--- src/rtl/sram_arb_pkg.sv ---
// Shared types and constants for the two-port external SRAM arbiter.
// Latency: n/a (declarations only).
// Backpressure: n/a (declarations only).
package sram_arb_pkg;

    // Sequencer states: one grant cycle, an upper-half access,
    // a lower-half access, then a single acknowledge cycle.
    typedef enum logic [1:0] {
        ST_IDLE = 2'd0,
        ST_HI   = 2'd1,
        ST_LO   = 2'd2,
        ST_RESP = 2'd3
    } state_e;

    // Byte distance between the upper and lower 16-bit halves of a word.
    localparam int HALF_OFFSET = 2;

    // Requester indices.
    localparam int PORT_CPU  = 0;
    localparam int PORT_DISP = 1;

endpackage

--- src/rtl/rr_arb2.sv ---
// Two-input round-robin grant; purely combinational, the pointer lives in the parent.
// Latency: zero cycles (grant follows req in the same cycle).
// Backpressure: none; a port without a grant simply keeps its request high.
//   req_i  : per-port request
//   prio_i : port favoured when both request (the one not granted last)
//   gnt_o  : one-hot grant, all-zero when nothing is requested
module rr_arb2
    import sram_arb_pkg::*;
(
    input  logic [1:0] req_i,
    input  logic       prio_i,
    output logic [1:0] gnt_o
);

    always_comb begin
        gnt_o = '0;
        unique case (req_i)
            2'b01:   gnt_o[PORT_CPU]  = 1'b1;
            2'b10:   gnt_o[PORT_DISP] = 1'b1;
            2'b11:   gnt_o[prio_i]    = 1'b1;
            default: gnt_o = '0;
        endcase
    end

endmodule

--- src/rtl/sram_arbiter.sv ---
// Arbitrates two 32-bit word requesters onto a 16-bit SRAM, upper half then lower half.
// Latency: ack pulses 2*WAIT cycles after the grant edge; one transaction per 2*WAIT+2 cycles.
// Backpressure: req is a level held until ack; the losing port waits, nothing is dropped.
//   clk/reset            : clock, async active-low reset
//   req/we/addrN/wdataN  : per-port request, write select, byte address, write data
//   rdata/ack/busy       : shared read data (valid with ack), per-port ack pulse, non-idle flag
//   sram_*               : registered SRAM address, write half-word, enables; read half-word in
module sram_arbiter
    import sram_arb_pkg::*;
#(
    parameter int ADDR_W = 20,
    parameter int WAIT   = 1
) (
    input  logic              clk,
    input  logic              reset,
    input  logic [1:0]        req,
    input  logic [1:0]        we,
    input  logic [31:0]       addr0,
    input  logic [31:0]       addr1,
    input  logic [31:0]       wdata0,
    input  logic [31:0]       wdata1,
    output logic [31:0]       rdata,
    output logic [1:0]        ack,
    output logic              busy,
    output logic [ADDR_W-1:0] sram_adr,
    output logic [15:0]       sram_wdata,
    input  logic [15:0]       sram_rdata,
    output logic              sram_we,
    output logic              sram_oe
);

    localparam int CNT_W = (WAIT > 1) ? $clog2(WAIT) : 1;
    localparam logic [CNT_W-1:0] CNT_RELOAD = CNT_W'(WAIT - 1);

    state_e            state_q, state_d;
    logic [CNT_W-1:0]  cnt_q, cnt_d;
    logic              port_q, port_d;     // granted port for the transaction in flight
    logic              wr_q, wr_d;         // latched write select
    logic [ADDR_W-1:0] base_q, base_d;     // latched word-aligned base address
    logic [31:0]       wdat_q, wdat_d;     // latched write data
    logic              ptr_q, ptr_d;       // port favoured on the next tie
    logic [15:0]       hi_q, hi_d;         // upper read half, held until the word completes
    logic [31:0]       rdata_q, rdata_d;
    logic [1:0]        ack_q, ack_d;
    logic [ADDR_W-1:0] adr_q, adr_d;
    logic [15:0]       swd_q, swd_d;
    logic              swe_q, swe_d;
    logic              soe_q, soe_d;

    logic [1:0]        gnt;
    logic              gnt_idx;
    logic              phase_end;

    // Byte-lane bits and bits beyond the SRAM range are deliberately ignored.
    logic unused_addr_bits;
    assign unused_addr_bits = ^{addr0[31:ADDR_W], addr0[1:0], addr1[31:ADDR_W], addr1[1:0]};

    rr_arb2 u_rr_arb2 (
        .req_i  (req),
        .prio_i (ptr_q),
        .gnt_o  (gnt)
    );

    assign gnt_idx   = gnt[PORT_DISP];
    assign phase_end = (cnt_q == '0);

    always_comb begin
        state_d = state_q;
        cnt_d   = cnt_q;
        port_d  = port_q;
        wr_d    = wr_q;
        base_d  = base_q;
        wdat_d  = wdat_q;
        ptr_d   = ptr_q;
        hi_d    = hi_q;
        rdata_d = rdata_q;
        ack_d   = '0;
        adr_d   = adr_q;
        swd_d   = '0;
        swe_d   = 1'b0;
        soe_d   = 1'b0;

        // The SRAM-side outputs are computed for the state being entered so
        // that they are registered and only move on state/phase edges.
        unique case (state_q)
            ST_IDLE: begin
                if (|gnt) begin
                    port_d  = gnt_idx;
                    wr_d    = we[gnt_idx];
                    base_d  = gnt_idx ? {addr1[ADDR_W-1:2], 2'b00} : {addr0[ADDR_W-1:2], 2'b00};
                    wdat_d  = gnt_idx ? wdata1 : wdata0;
                    ptr_d   = ~gnt_idx;
                    state_d = ST_HI;
                    cnt_d   = CNT_RELOAD;
                    adr_d   = base_d;
                    swe_d   = wr_d;
                    soe_d   = ~wr_d;
                    swd_d   = wr_d ? wdat_d[31:16] : 16'h0000;
                end
            end
            ST_HI: begin
                swe_d = wr_q;
                soe_d = ~wr_q;
                if (phase_end) begin
                    if (!wr_q) begin
                        hi_d = sram_rdata;
                    end
                    state_d = ST_LO;
                    cnt_d   = CNT_RELOAD;
                    adr_d   = base_q + ADDR_W'(HALF_OFFSET);
                    swd_d   = wr_q ? wdat_q[15:0] : 16'h0000;
                end else begin
                    cnt_d = cnt_q - CNT_W'(1);
                    swd_d = wr_q ? wdat_q[31:16] : 16'h0000;
                end
            end
            ST_LO: begin
                if (phase_end) begin
                    // Publish the whole word at once so rdata never shows a torn value.
                    if (!wr_q) begin
                        rdata_d = {hi_q, sram_rdata};
                    end
                    ack_d[port_q] = 1'b1;
                    state_d       = ST_RESP;
                end else begin
                    cnt_d = cnt_q - CNT_W'(1);
                    swe_d = wr_q;
                    soe_d = ~wr_q;
                    swd_d = wr_q ? wdat_q[15:0] : 16'h0000;
                end
            end
            ST_RESP: begin
                state_d = ST_IDLE;
            end
            default: begin
                state_d = ST_IDLE;
            end
        endcase
    end

    always_ff @(posedge clk or negedge reset) begin
        if (!reset) begin
            state_q <= ST_IDLE;
            cnt_q   <= '0;
            port_q  <= 1'b0;
            wr_q    <= 1'b0;
            base_q  <= '0;
            wdat_q  <= '0;
            ptr_q   <= 1'(PORT_CPU);
            hi_q    <= '0;
            rdata_q <= '0;
            ack_q   <= '0;
            adr_q   <= '0;
            swd_q   <= '0;
            swe_q   <= 1'b0;
            soe_q   <= 1'b0;
        end else begin
            state_q <= state_d;
            cnt_q   <= cnt_d;
            port_q  <= port_d;
            wr_q    <= wr_d;
            base_q  <= base_d;
            wdat_q  <= wdat_d;
            ptr_q   <= ptr_d;
            hi_q    <= hi_d;
            rdata_q <= rdata_d;
            ack_q   <= ack_d;
            adr_q   <= adr_d;
            swd_q   <= swd_d;
            swe_q   <= swe_d;
            soe_q   <= soe_d;
        end
    end

    assign rdata    = rdata_q;
    assign ack      = ack_q;
    assign busy     = (state_q != ST_IDLE);
    assign sram_adr = adr_q;
    // sram_wdata is zero outside write phases; the chip-level pad ring turns
    // it into the bidirectional bus using sram_we as the output enable.
    assign sram_wdata = swd_q;
    assign sram_we    = swe_q;
    assign sram_oe    = soe_q;

endmodule
--- config.mk ---
export PLATFORM = sky130hd
export DESIGN_NAME = sram_arbiter
export DESIGN_NICKNAME = d
export VERILOG_FILES = /design/src/rtl/sram_arb_pkg.sv /design/src/rtl/rr_arb2.sv /design/src/rtl/sram_arbiter.sv
export SDC_FILE = /design/constraint.sdc
export NUM_CORES = 1
export LEC_CHECK = 0
export CAP_MARGIN = 20
export CORE_MARGIN = 2
export CORE_UTILIZATION = 43
export CTS_CLUSTER_SIZE = 12
export DETAILED_ROUTE_END_ITERATION = 16
export PLACE_DENSITY = 0.86
export SLEW_MARGIN = 15
export SYNTH_ARGS = -nofsm -noshare
export SYNTH_HDL_FRONTEND = slang
export SYNTH_SLANG_ARGS = --single-unit
--- constraint.sdc ---
create_clock -name clk -period 2.6 [get_ports clk]
set_clock_uncertainty 0.2 [all_clocks]
set_input_delay 0.52 -clock clk [delete_from_list [all_inputs] [get_ports clk]]
set_output_delay 0.52 -clock clk [all_outputs]
set_load 0.05 [all_outputs]
## Yosys cells after proc, flatten, opt, wreduce, memory -nomap -nowiden

Cells that the tools add are included.
W data, S select, Z words.

| word-level totals | value |
|---|---|
| register bits after elaboration | 146 |
| input port bits | 150 |
| output and inout bits | 73 |
| logic and storage cells | 83 |

| cells by class | value |
|---|---|
| add/subtract/negate cells | 2 |
| order comparisons | 5 |
| eq/ne operators | 9 |
| mux-type cells | 35 |
| bitwise logic cells | 4 |
| reduce and logical (&&, ||, !) cells | 14 |

Operators by type and width:

| kind | count |
|---|---|
| $mux W16 | 6 |
| $mux W20 | 3 |
| $pmux W16 S3 | 1 |
| $pmux W20 S2 | 1 |
| $mux W32 | 1 |
| $add A20 B2 Y20 const B | 1 |
| $reduce_and A3 Y1 | 4 |
| $mux W1 | 10 |
| $mux W2 | 5 |
| $eq A2 B2 Y1 const B | 4 |
| $pmux W2 S4 | 1 |
| $lt A1 B2 Y1 const B | 3 |
| $ne A2 B2 Y1 const B | 3 |
| $pmux W1 S2 | 3 |
| $pmux W1 S3 | 2 |
| $reduce_bool A2 Y1 | 3 |
| $eq A2 B1 Y1 const B | 2 |
| $not A1 Y1 | 4 |
| $reduce_and A2 Y1 | 2 |
| $reduce_or A2 Y1 | 2 |
| $demux W1 S1 | 2 |
| $ge A1 B1 Y1 const B | 2 |
| $logic_and A1 B1 Y1 | 2 |
| $logic_not A2 Y1 | 1 |
| $sub A1 B1 Y1 const B | 1 |

## Depth between registers and ports, before layout

| depth | value |
|---|---|
| depth after elaboration | 10 |
| depth in mapped cells | 9 |

## Modules after synthesis

A second synthesis with hierarchy kept.

| second synthesis, totals | value |
|---|---|
| cells, all modules | 430 |
| area, all modules | 5474.0 sq um |

By module, submodules not included:

| module | instances | cells each | area an instance (sq um) | seq. area each (sq um) |
|---|---|---|---|---|
| sram_arbiter | 1 | 427 | 5455.2 | 3153.0 |
| rr_arb2 | 1 | 3 | 18.8 | 0.0 |

## Worst setup path after synthesis

No wires, ideal clock.

| path | value |
|---|---|
| kind | reg2reg |
| start | register state_q[0] |
| end | register swd_q[10] (netlist: sram_wdata[10]) |
| arrival time | 1.683 ns |
| setup slack | 0.613 ns |
| stages on the path, launching flop included | 8 |
| period minus slack after synthesis | 1.987 ns |
| cell sequence | dfrtp_1 > inv_1 > ha_1 > inv_2 > nor2_8 > o21ai_2 > buf_2 > a221oi_1 |

| between the ends | value |
|---|---|
| word-level cells in the longest chain between the ends | 2 |
| elaborated cells between the ends (all ways) | 4 |
| classes of those cells | 2 x eq/ne; 1 x mux; 1 x reduce/logical |

Ends and longest elaborated chain:

| what | line | source |
|---|---|---|
| start, declared | sram_arbiter.sv:35 | `state_e state_q, state_d;` |
| start signal, assigned | sram_arbiter.sv:158 | `state_q <= state_d;` |
| $eq A2 B2 Y1, or another cell as far along | sram_arbiter.sv:85 | `unique case (state_q)` |
| $pmux W16 S3 (*) | sram_arbiter.sv:85 |  |
| net swd_d[10] | sram_arbiter.sv:46 | `logic [15:0] swd_q, swd_d;` |
| end signal, assigned | sram_arbiter.sv:169 | `swd_q <= swd_d;` |
| end, declared | sram_arbiter.sv:46 |  |

The timed path passes the listed nets; every way through them passes the cells marked *.
A chain may end at the register's enable or synchronous reset.

## Final worst setup path

| path | value |
|---|---|
| start | register state_q[0] |
| end | output port busy |

| between the ends | value |
|---|---|
| word-level cells in the longest chain between the ends | 1 |

Ends and longest elaborated chain:

| what | line | source |
|---|---|---|
| $reduce_bool A2 Y1 | sram_arbiter.sv:177 | `assign busy = (state_q != ST_IDLE);` |
| end, declared | sram_arbiter.sv:24 | `output logic busy,` |

No other way between the ends.

==> results.tsv <==
metric	value	unit
worstSetupEndpointType	output pin	
area_growth	49.9	%
io_buffers	193	
start_util	0.435	
gp_congestion	0.933	
n_antenna_cell	0	
numCtsBuffers	17	
dp_hpwl	10800	microns
slew_viol_final	0	
routedWlPerCell	17.5	microns
clk_pin_slew_worst_paths	0.06	ns
path_cells	inv_1 > ha_1 > inv_2 > buf_4	
cp_max_fo	7	
synthesis.area	5450	sq um
synth.avg_cell_area	11.6	sq um
utilization	0.652	
synthesis.nets	625	
cts_resized	0	
clk_latency	0.40	ns
grt_max_degree	83	
finalSetupViolCount	0	
drtIter0Drc	346	
postCtsHoldBufs	1	
fmax	0.430	GHz
cpPeakStageDelay	0.40	ns
finalSetupTns	0	ns
clock-sinks	126	
cp_slowest_cell	dfrtp_1	
drc	0	
first_global_vias	4628	
crit_buf_inv	3	
tightestPinTransition	0.795	ns
crit_type	reg2out	
core-area	12500	sq um
htree_levels	4	
final_cell_mix	clkdlybuf4s50_1, dfrtp_1, nand2_1	
final_hold_viol_count	0	
rows	41	
cts_tree	done	
die_width	117	microns
antenna_found_initial	0	
routed-via-count	4489	
drv_cap	0	
cts_max_path_buffers	2	
drive_above_1_share	0.165	
synth.ff_latch_count	126	
routed_via_density	5.27	
postCtsSetupRepairBufs	0	
ys_warn_count	0	
crit_required	1.88	ns
status	finished, final reports clean	
final_antenna_net_count	0	
layout_commonest_cell	clkdlybuf4s50_1	
power	11.0	mW
ys_seq_area_frac	0.579	
rsz0062_at_grt	false	
die_y	117	microns
synth_cell_types	41	
cp-start-kind	flop	
worstPathArrival	1.61	ns
cts_root_buf	clkbuf_16	
finalNetCount	821	
hold_class	reg2reg	
cpLargestDelayFamily	buffers and inverters	
final.min_clock_period	2.33	ns
track_usage	0.225	
fin_ws	0.274	ns
place_ws	-0.00958	ns
n_fill_cell	956	
io_pins	223	
fp.dieArea	13600	sq um
syn_inst	471	
grt_overflow	0	
drt-total-wl	14900	microns
fin_crit_sh	0.895	
powerDensity	1340	nW/um^2
drt-pass1-iter-count	5	
slew-limit-headroom	0.470	
grt_pass1_wl	23400	microns
vdd_drop_max	669	uV
p_leak	3.56	nW
==> stage by stage <==
step | std cells | hold slack [ns] | area, sq um
floorplan | 471 | 0.0244 | 5450
finish | 852 | 0.283 | 8170
CTS | 852 | 0.287 | 8170
detailed placement | 819 | 0.273 | 7590
global placement | 819 | 0.261 | 7590
global route | 852 | 0.300 | 8170
==> registers in the layout (all words and copies together), names as in the netlist, 2 cells and up <==
| name | count |
|---|---|
| ack | 2 |
| base_q | 18 |
| sram_adr | 19 |
| sram_wdata | 16 |
| wdat_q | 16 |
| hi_q | 16 |
| state_q | 2 |
| rdata | 32 |
==> worst paths after layout <==
kind / endpoint / depth (start not counted) / from / slack [ns]
max: busy / 4 / state_q[0] / 0.27
min: base_q[7] / 2 / base_q[7] / 0.28
max reg2reg: sram_wdata[13] / 6 / state_q[1] / 0.47
min reg2reg: base_q[7] / 2 / base_q[7] / 0.28
max in group asynchronous: sram_adr[19] / 3 / reset / 1.34
min in group asynchronous: sram_wdata[5] / 3 / reset / 0.45
==> logic make-up after synthesis <==
logic type | share of synthesized area
flops | 0.579
compound gates | 0.144
buf+inv | 0.0450
other cells | 0.000688
mux | 0.132
simple gates | 0.0902
fa+ha+maj | 0.00919
==> cells in the mapped netlist, drive strengths merged <==
| cell | n | area [sq um] |
|---|---|---|
| dfrtp | 126 | 3150 |
| nand2 | 76 | 288 |
| mux2 | 48 | 541 |
| buf | 24 | 139 |
| o21ai | 22 | 125 |
| a21oi | 19 | 95.1 |
| inv | 19 | 71.3 |
| mux2i | 18 | 180 |
| nand3 | 18 | 90.1 |
| o211ai | 18 | 175 |
| a21boi | 17 | 128 |
| a221oi | 16 | 140 |
| o22ai | 16 | 100 |
| clkbuf | 9 | 35.0 |
| nor2 | 6 | 41.3 |
| ha | 4 | 50.1 |
| and2 | 3 | 20.0 |
| nand2b | 3 | 18.8 |
| a21o | 2 | 15.0 |
| a31oi | 1 | 6.26 |
| and3 | 1 | 6.26 |
| conb | 1 | 3.75 |
| nor2b | 1 | 6.26 |
| or2 | 1 | 6.26 |
| or3 | 1 | 6.26 |
| or3b | 1 | 8.76 |
==> cell type report <==
| cell class | count | area, sq um | share of cell area |
|---|---|---|---|
| Timing Repair Buffer | 210 | 2110 | 0.258 |
| Clock inverter | 15 | 139 | 0.0170 |
| Inverter | 19 | 71.3 | 0.00873 |
| Tap cell | 172 | 215 | 0.0264 |
| Multi-Input combinational cell | 293 | 2050 | 0.252 |
| Sequential cell | 126 | 3150 | 0.386 |
| Clock buffer | 17 | 425 | 0.0521 |
==> worst reg2reg max path, cell delays in order, from the launching register on <==
cell and delay (ns):
dfrtp_1 0.40, inv_1 0.11, ha_1 0.16, and2_1 0.46, nand2_1 0.21, a21boi_0 0.17
a221oi_1 0.32
==> where the power goes <==
group          total, mW  internal, mW  switching, mW
Sequential          3.38          2.88          0.502
Combinational       5.35          2.07           3.28
Clock               2.22          1.33          0.891
==> routing by layer <==
layer  vias up  global-route usage  wire, microns
met4         0              0.0957            484
met1      2226               0.278           6150
li1       2057                   -              -
met2       170               0.383           7520
met3        36              0.0472            736
met5         -                   0              0
Power figures use the tool's default switching activity.
